$ cat src/rtl/mips_isa_pkg.sv
// Shared ISA definitions for the program loader: opcodes, request kinds, loader states.
// Latency: n/a (types and constants only).
// Backpressure: n/a.
package mips_isa_pkg;

  localparam logic [5:0] OP_RTYPE = 6'd0;
  localparam logic [5:0] OP_BEQ   = 6'd4;
  localparam logic [5:0] OP_BNE   = 6'd5;
  localparam logic [5:0] OP_ADDI  = 6'd8;
  localparam logic [5:0] OP_ORI   = 6'd13;
  localparam logic [5:0] OP_LUI   = 6'd15;

  // Symbolic instruction kinds; encodings 6 and 7 are illegal.
  typedef enum logic [2:0] {
    KIND_R    = 3'd0,
    KIND_BEQ  = 3'd1,
    KIND_BNE  = 3'd2,
    KIND_ADDI = 3'd3,
    KIND_LUI  = 3'd4,
    KIND_ORI  = 3'd5
  } kind_t;

  typedef enum logic [1:0] {
    ST_IDLE = 2'd0,
    ST_LOAD = 2'd1,
    ST_DONE = 2'd2
  } loader_state_t;

  // Raw request fields; kind is kept as plain bits so illegal codes survive.
  typedef struct packed {
    logic [2:0]  kind;
    logic [4:0]  rs;
    logic [4:0]  rt;
    logic [4:0]  rd;
    logic [5:0]  funct;
    logic [15:0] imm;
  } instr_req_t;

  function automatic logic [31:0] i_type(input logic [5:0] op, input logic [4:0] rs,
                                         input logic [4:0] rt, input logic [15:0] imm);
    return {op, rs, rt, imm};
  endfunction

endpackage

$ cat src/rtl/instr_word_encoder.sv
// Maps a symbolic request (kind + fields) to a 32-bit MIPS word and an illegal-kind flag.
// Latency: purely combinational.
// Backpressure: none; the caller decides when the result is consumed.
module instr_word_encoder
  import mips_isa_pkg::*;
(
  input  instr_req_t  req,
  output logic [31:0] word,
  output logic        illegal
);

  // Select the instruction format from the kind; unknown kinds produce a zero word.
  always_comb begin
    word    = 32'd0;
    illegal = 1'b0;
    case (req.kind)
      KIND_R:    word = {OP_RTYPE, req.rs, req.rt, req.rd, 5'd0, req.funct};
      KIND_BEQ:  word = i_type(OP_BEQ, req.rs, req.rt, req.imm);
      KIND_BNE:  word = i_type(OP_BNE, req.rs, req.rt, req.imm);
      KIND_ADDI: word = i_type(OP_ADDI, req.rs, req.rt, req.imm);
      KIND_LUI:  word = i_type(OP_LUI, 5'd0, req.rt, req.imm);
      KIND_ORI:  word = i_type(OP_ORI, req.rs, req.rt, req.imm);
      default:   illegal = 1'b1;
    endcase
  end

endmodule

$ cat src/rtl/instr_encoder_loader.sv
// Encodes symbolic instruction requests and writes them sequentially into instruction memory.
// Latency: one cycle from request handshake to the memory write strobe.
// Backpressure: req_ready_o is low outside LOAD and once DEPTH words are accepted (pending included).
// Optional: define LOADER_CHECKSUM_EN to build a running XOR of written words on checksum_o.
module instr_encoder_loader
  import mips_isa_pkg::*;
#(
  parameter int ADDR_W = 6,
  parameter int DEPTH  = 64
) (
  input  logic              clk_i,
  input  logic              rst_i,
  input  logic              start_i,
  input  logic              finish_i,
  input  logic              req_valid_i,
  output logic              req_ready_o,
  input  logic [2:0]        kind_i,
  input  logic [4:0]        rs_i,
  input  logic [4:0]        rt_i,
  input  logic [4:0]        rd_i,
  input  logic [5:0]        funct_i,
  input  logic [15:0]       imm_i,
  output logic              wr_en_o,
  output logic [ADDR_W-1:0] wr_addr_o,
  output logic [31:0]       wr_data_o,
  output logic [ADDR_W:0]   word_count_o,
  output logic              full_o,
  output logic              done_o,
  output logic              err_o,
  output logic [31:0]       checksum_o
);

  localparam int CNT_W = ADDR_W + 1;
  localparam logic [CNT_W-1:0] DEPTH_C = CNT_W'(DEPTH);

  loader_state_t    state_q;
  instr_req_t       req;
  logic [31:0]      enc_word;
  logic             enc_illegal;
  logic             accept;
  logic             push;
  logic             bad_kind;
  logic [CNT_W-1:0] count_next;
  logic             reach_full;
  logic             stay_load;
  logic             has_room;

  assign req = '{kind: kind_i, rs: rs_i, rt: rt_i, rd: rd_i, funct: funct_i, imm: imm_i};

  instr_word_encoder u_enc (
    .req     (req),
    .word    (enc_word),
    .illegal (enc_illegal)
  );

  // Next-cycle bookkeeping: handshake, count after this cycle's write, and room for another word.
  always_comb begin
    accept     = req_ready_o & req_valid_i;
    push       = accept & ~enc_illegal;
    bad_kind   = accept & enc_illegal;
    count_next = start_i ? '0 : word_count_o + CNT_W'(wr_en_o);
    reach_full = (count_next == DEPTH_C);
    stay_load  = start_i | ((state_q == ST_LOAD) & ~finish_i & ~reach_full);
    has_room   = ({1'b0, count_next} + (CNT_W+1)'(push)) < {1'b0, DEPTH_C};
  end

  // Loader FSM with registered handshake, write pipeline, count and status flags.
  always_ff @(posedge clk_i or negedge rst_i) begin
    if (!rst_i) begin
      state_q      <= ST_IDLE;
      req_ready_o  <= 1'b0;
      wr_en_o      <= 1'b0;
      wr_addr_o    <= '0;
      wr_data_o    <= 32'd0;
      word_count_o <= '0;
      full_o       <= 1'b0;
      done_o       <= 1'b0;
      err_o        <= 1'b0;
    end else begin
      req_ready_o  <= stay_load & has_room;
      wr_en_o      <= push;
      word_count_o <= count_next;
      full_o       <= reach_full;
      if (push) begin
        // The word lands at the count it will see in its write cycle.
        wr_addr_o <= count_next[ADDR_W-1:0];
        wr_data_o <= enc_word;
      end
      if (start_i) begin
        err_o <= bad_kind;
      end else if (bad_kind) begin
        err_o <= 1'b1;
      end
      case (state_q)
        ST_LOAD: begin
          if (start_i) begin
            state_q <= ST_LOAD;
          end else if (finish_i || reach_full) begin
            state_q <= ST_DONE;
            done_o  <= 1'b1;
          end
        end
        default: begin
          if (start_i) begin
            state_q <= ST_LOAD;
            done_o  <= 1'b0;
          end
        end
      endcase
    end
  end

`ifdef LOADER_CHECKSUM_EN
  logic [31:0] csum_q;

  // Running XOR of every word written since the last start.
  always_ff @(posedge clk_i or negedge rst_i) begin
    if (!rst_i) begin
      csum_q <= 32'd0;
    end else if (start_i) begin
      csum_q <= 32'd0;
    end else if (wr_en_o) begin
      csum_q <= csum_q ^ wr_data_o;
    end
  end

  assign checksum_o = csum_q;
`else
  assign checksum_o = 32'd0;
`endif

endmodule

$ cat config.mk
export PLATFORM = sky130hd
export DESIGN_NAME = instr_encoder_loader
export DESIGN_NICKNAME = d
export VERILOG_FILES = /design/src/rtl/mips_isa_pkg.sv /design/src/rtl/instr_word_encoder.sv /design/src/rtl/instr_encoder_loader.sv
export SDC_FILE = /design/constraint.sdc
export NUM_CORES = 1
export LEC_CHECK = 0
export ABC_AREA = 1
export CAP_MARGIN = 10
export CORE_MARGIN = 3
export CORE_UTILIZATION = 44
export CTS_BUF_LIST = sky130_fd_sc_hd__clkbuf_4 sky130_fd_sc_hd__clkbuf_8
export DETAILED_ROUTE_END_ITERATION = 7
export GPL_TIMING_DRIVEN = 1
export PLACE_DENSITY = 0.93
export SETUP_SLACK_MARGIN = 0.3
export SLEW_MARGIN = 20
export SYNTH_ARGS = -nofsm -noshare
export SYNTH_HDL_FRONTEND = slang
export SYNTH_SLANG_ARGS = --single-unit
$ cat constraint.sdc
create_clock -name clk_i -period 5 [get_ports clk_i]
set_input_delay 1.5 -clock clk_i [delete_from_list [all_inputs] [get_ports clk_i]]
set_output_delay 1.5 -clock clk_i [all_outputs]
set_load 0.02 [all_outputs]
# Yosys cells after proc, flatten, opt, wreduce, memory -nomap -nowiden
# Cells that the tools add are included.
totals:
  register_bits: 52
  in_bits: 45
  out_inout_bits: 82
  elab_cells: 50
classes:
  addsub: 2
  n_reduce_logical: 8
  eq_ne: 8
  bitwise_logic: 9
  n_lt_le_gt_ge: 1
  muxes: 13
op_table:
  columns: ["cell", "n"]
  rows:
  - ["$pmux 30 s6", 1]
  - ["$add 7x1->8", 1]
  - ["$lt 8x7->1 const B", 1]
  - ["$mux 2", 4]
  - ["$add 7x1->7", 1]
  - ["$eq 7x7->1 const B", 1]
  - ["$mux 1", 7]
  - ["$mux 7", 1]
  - ["$and 1x1->1", 6]
  - ["$eq 3x2->1 const B", 2]
  - ["$eq 3x3->1 const B", 2]
  - ["$reduce_bool 2->1", 3]
  - ["$reduce_or 6->1", 1]
  - ["$eq 3x1->1 const B", 1]
  - ["$logic_not 3->1", 1]
  - ["$reduce_and 3->1", 1]
  - ["$eq 2x1->1 const B", 1]
  - ["$ne 2x2->1 const B", 1]
  - ["$not 1->1", 2]
  - ["$reduce_and 2->1", 1]
  - ["$logic_or 1x1->1", 1]
  - ["$or 1x1->1", 1]

# Depth between registers and ports, before layout
logic_depth:
  word_depth: 7
  depth_mapped: 12

# Hierarchy
# From an unflattened synthesis, not the netlist that was laid out.
unflattened:
  hier_cells: 357
  area_unflattened_um2: 2720.1
modules_own_cells:
  columns: ["module", "area_each_um2", "n_inst", "cells_per_inst"]
  rows:
  - ["instr_encoder_loader", 2331.0, 1, 271]
  - ["instr_word_encoder", 389.1, 1, 86]

# Worst setup path before layout
# Ideal clock, no wire load.
synth_path:
  kind: "input -> register"
  start: "input start_i"
  end: "register state_q[0]"
  setup_ns: 0.125
  arrival_time_ns: 2.186
  path_slack_ns: 2.689
  path_stages: 10
  t_required_ns: 4.875
  path_buffers: 1
  cell_sequence: "inv_2 -> buf_6 -> nand2_4 -> nand2_1 -> nor2_1 -> nand2_1 -> nor2_2 -> nand3_2 -> nand2_2 -> a21oi_1"
synth_between:
  elab_chain_len: 5
synth_lines:
  columns: ["item", "line", "rtl"]
  rows:
  - ["start: declaration", "instr_encoder_loader.sv:13", "input logic start_i,"]
  - ["$mux 7", "instr_encoder_loader.sv:61", "count_next = start_i ? '0 : word_count_o + CNT_W'(wr_en_o);"]
  - ["$eq 7x7->1", "instr_encoder_loader.sv:62", "reach_full = (count_next == DEPTH_C);"]
  - ["$logic_or 1x1->1", "instr_encoder_loader.sv:98", "end else if (finish_i || reach_full) begin"]
  - ["$reduce_bool 2->1 (no line)", null, null]
  - ["$reduce_and 2->1 (no line)", null, null]
  - ["end signal: assignment", "instr_encoder_loader.sv:97", "state_q <= ST_LOAD;"]
  - ["end signal: assignment", "instr_encoder_loader.sv:99", "state_q <= ST_DONE;"]
  - ["end signal: assignment", "instr_encoder_loader.sv:105", "state_q <= ST_LOAD;"]
  - ["end: declaration", "instr_encoder_loader.sv:36", "loader_state_t state_q;"]
# Several ways; a longest one is shown, not always the timed one.
# A chain may end at the register's enable or synchronous reset.

# Worst setup path in the final report
layout_path:
  start: "input kind_i[2]"
  end: "register req_ready_o"
layout_between:
  elab_chain_len: 6
layout_lines:
  columns: ["item", "line", "rtl"]
  rows:
  - ["start: declaration", "instr_encoder_loader.sv:17", "input logic [2:0] kind_i,"]
  - ["$eq 3x1->1, or another cell as far along", "instr_word_encoder.sv:16", "case (req.kind)"]
  - ["$reduce_or 6->1 (no line) *", null, null]
  - ["$and 1x1->1 *", "instr_encoder_loader.sv:59", "push = accept & ~enc_illegal;"]
  - ["$add 7x1->8 *", "instr_encoder_loader.sv:64", "has_room = ({1'b0, count_next} + (CNT_W+1)'(push)) < {1'b0, DEPTH_C};"]
  - ["$lt 8x7->1 *", "instr_encoder_loader.sv:64", null]
  - ["$and 1x1->1 *", "instr_encoder_loader.sv:80", "req_ready_o <= stay_load & has_room;"]
  - ["end signal: assignment", "instr_encoder_loader.sv:80", null]
  - ["end: declaration", "instr_encoder_loader.sv:16", "output logic req_ready_o,"]
# Every way passes the cells marked *; elsewhere a longest branch is shown, timed or not.

==> flow_summary_export.csv <==
group,metric,value,unit
global_routing,grt_first_pass_wirelength,9030,um
timing,fin_ws,1.77,ns
timing,setup_tns,0,ns
timing,fin_crit_sh,0.646,
synth,avgSynthCellArea,8.52,um^2
synth,netlist_area,2440,um^2
timing,skew,0.00863,ns
placed_design,place.port_buffers,92,
cells_and_area,fillerInstances,431,
synth,ys_top_cells_by_count,"nand2_1 (88), dfrtp_1 (50), buf_4 (34)",
synth,synth_seq_area_share,0.514,
power,power.density,318,nW/um^2
cells_and_area,diodes,0,
synth,synth_top_area_cell,"dfrtp_1",
synth,synth_xor_area_frac,0,
clocking,cts.path.max_buffers,2,
timing,hold_viol,0,
global_routing,grt_max_degree,51,
critical_path,critPathBufInv,2,
timing,finalMaxSlewViolations,0,
synth,synth_edf_count,0,
critical_path,end_kind,"register",
clocking,holdBufCountCts,0,
floorplanning,ios,127,
timing,hold_ws,0.490,ns
global_routing,grt_overflow,0,
clocking,post_cts_buffers,0,
route,wl,5690,um
critical_path,path_max_fanout,29,
timing,final-setup-viol-count,0,
floorplanning,die_x,80.4,um
floorplanning,die_area,6470,um^2
critical_path,max_stage_delay,0.58,ns
critical_path,cp_slowest_cell,"nand2_1",
cells_and_area,drive_gt1_frac,0.0505,
floorplanning,fp.dieH,80.4,um
critical_path,cp.required,5.23,ns
floorplanning,start_util,0.465,
synth,yosysUniqueCellTypes,24,
timing,min_period,3.23,ns
synth,synth_top_family_by_area,"simple AND/OR/NAND/NOR gates",
route,antenna_left,0,
placed_design,hpwl,4410,um
critical_path,crit_top_cell,"nand2_1",
placed_design,place_congestion,0.759,
clocking,cts.sinks,50,
clocking,cts_resized,0,
power,p_leak,1.65,nW
critical_path,critPathTopFamily,"buffers and inverters",
floorplanning,rows,26,
cells_and_area,final_nets,422,
critical_path,cp-start-kind,"primary input",
power,ir_drop,208,uV
synth,async_flop_share,1.00,
critical_path,worstSetupPathType,"primary input to register",
clocking,insertion_delay,0.31,ns
route,via_per_inst,4.68,
floorplanning,core_area,5240,um^2
timing,maxSlewHeadroom,0.488,
global_routing,grt_pass1_vias,1928,
cells_and_area,area_delta_synth_final,38.0,%
synth,synth_area_leaders,"dfrtp_1 (51%), nand2_1 (14%), buf_4 (10%)",
synth,ys.warnings.count,0,
route,drc,0,
global_routing,grt_antenna_before_repair,0,
route,dr_total_vias,2086,
synth,synthMuxAreaShare,0,
placed_design,pre_cts_slack,1.44,ns
timing,fmax,0.310,GHz
critical_path,cp_data_arrival_time,3.45,ns
global_routing,grt.total_usage,0.180,
synth,synth_compound_area_frac,0.0883,
clocking,cts_tree,"yes",
critical_path,cp_cell_sequence,"clkdlybuf4s50_1 -> nand2_1 -> nand2_1 -> buf_4 -> nor2_1 -> nand3_1 -> nand2_1 -> a21oi_1",
synth,synth_most_common_cell,"nand2_1",
outcome,outcome,"finished clean",
worst_hold_path,hold_class,"register to register",
clocking,clk_pin_slew,0.09,ns
clocking,cts_root_buffer,"clkbuf_8",
synth,synthSimpleGateAreaFrac,0.230,
route,wl_per_cell,12.8,um
synth,synth_top_area_frac,0.514,
clocking,htreeDepth,2,
synth,ys_ff_latch,50,
synth,synth_fa_ha_area_frac,0.0103,
timing,worstMarginPinSlew,0.766,ns
timing,grt_setup_unrepaired,"no",
route,initialDrtViolationCount,125,
route,firstDrtPassIters,4,
clocking,cts_made_buffers,5,
flow_run,max_cap_viol_count,0,
synth,syn_inst,286,
synth,ys.flop_type,"dfrtp_1",
layout make-up:
class	instances	area (um^2)	share of cell area
sequential	50	1250	0.372
timing repair buffer	93	926	0.275
inverter	20	75.1	0.0223
clock buffer	5	68.8	0.0205
clock inverter	3	26.3	0.00782
tap	70	87.6	0.0261
multi-input combinational	205	927	0.276
power breakdown:
group	internal (mW)	leakage [nW]	switching (mW)	total [mW]
combinational	0.150	0.964	0.184	0.334
sequential	0.458	0.640	0.0322	0.490
clock	0.103	0.0491	0.141	0.244
total	0.711	1.65	0.357	1.07
cells in the final DEF (no fill, tap or decap):
master and n:
inv_6 2, inv_2 2, a41oi_1 1, clkbuf_8 5
nand3_2 1, a22oi_1 8, dfrtp_1 50, nand2_2 2
nand2_1 88, nand3_1 13, buf_4 2, a31oi_1 5
clkdlybuf4s50_1 91, nand2_4 1, inv_1 18, nor2_1 18
nand3b_1 1, nor2_2 2, ha_1 2, clkinv_4 1
o21ai_0 20, conb_1 34, a21oi_1 3, nand4_1 5
nor2_4 1
state kept, by name, indices dropped and copies added, names as in the netlist:
signal        flops
wr_data_o        30
done_o            1
state_q           2
word_count_o      7
wr_addr_o         6
wr_en_o           1
req_ready_o       1
err_o             1
full_o            1
metal layers:
layer / part of all wire / GRT usage
met1: 0.42 / 0.224
met5: 0 / 0
met3: 0.069 / 0.0493
met4: 0.015 / 0.0574
met2: 0.50 / 0.304
worst paths after layout:
check | depth (start not counted) | startpoint | slack, ns | to
setup / recovery | 8 | kind_i[2] | 1.77 | req_ready_o
hold / removal | 2 | wr_data_o[19] | 0.49 | wr_data_o[19]
setup reg to reg | 8 | req_ready_o | 3.09 | req_ready_o
hold reg to reg | 2 | wr_data_o[19] | 0.49 | wr_data_o[19]
max in group asynchronous | 1 | rst_i | 3.39 | wr_data_o[16]
min in group asynchronous | 1 | rst_i | 1.20 | word_count_o[6]
metrics by stage:
stage	cells	power [mW]	utilization	area, um^2
2_1_floorplan	319	0.680	-	2560
3_3_place_gp	438	0.823	0.623	3260
6_report	446	1.07	0.642	3360
3_5_place_dp	438	0.833	0.623	3260
4_1_cts	446	1.08	0.641	3360
5_1_grt	446	1.13	0.642	3360
worst min-delay path: stages, from the launching register on:
cell and delay, ns:
dfrtp_1 0.35, nand2_1 0.05, nand2_1 0.06
cells by family after synthesis:
group / after synthesis
AO/OA/AOI/OAI: 37
adder cells (fa/ha/maj): 2
buffers and inverters: 64
flip-flops: 50
other: 1
AND/OR/NAND/NOR: 132
No activity file was read; power rests on OpenSTA's default activity.
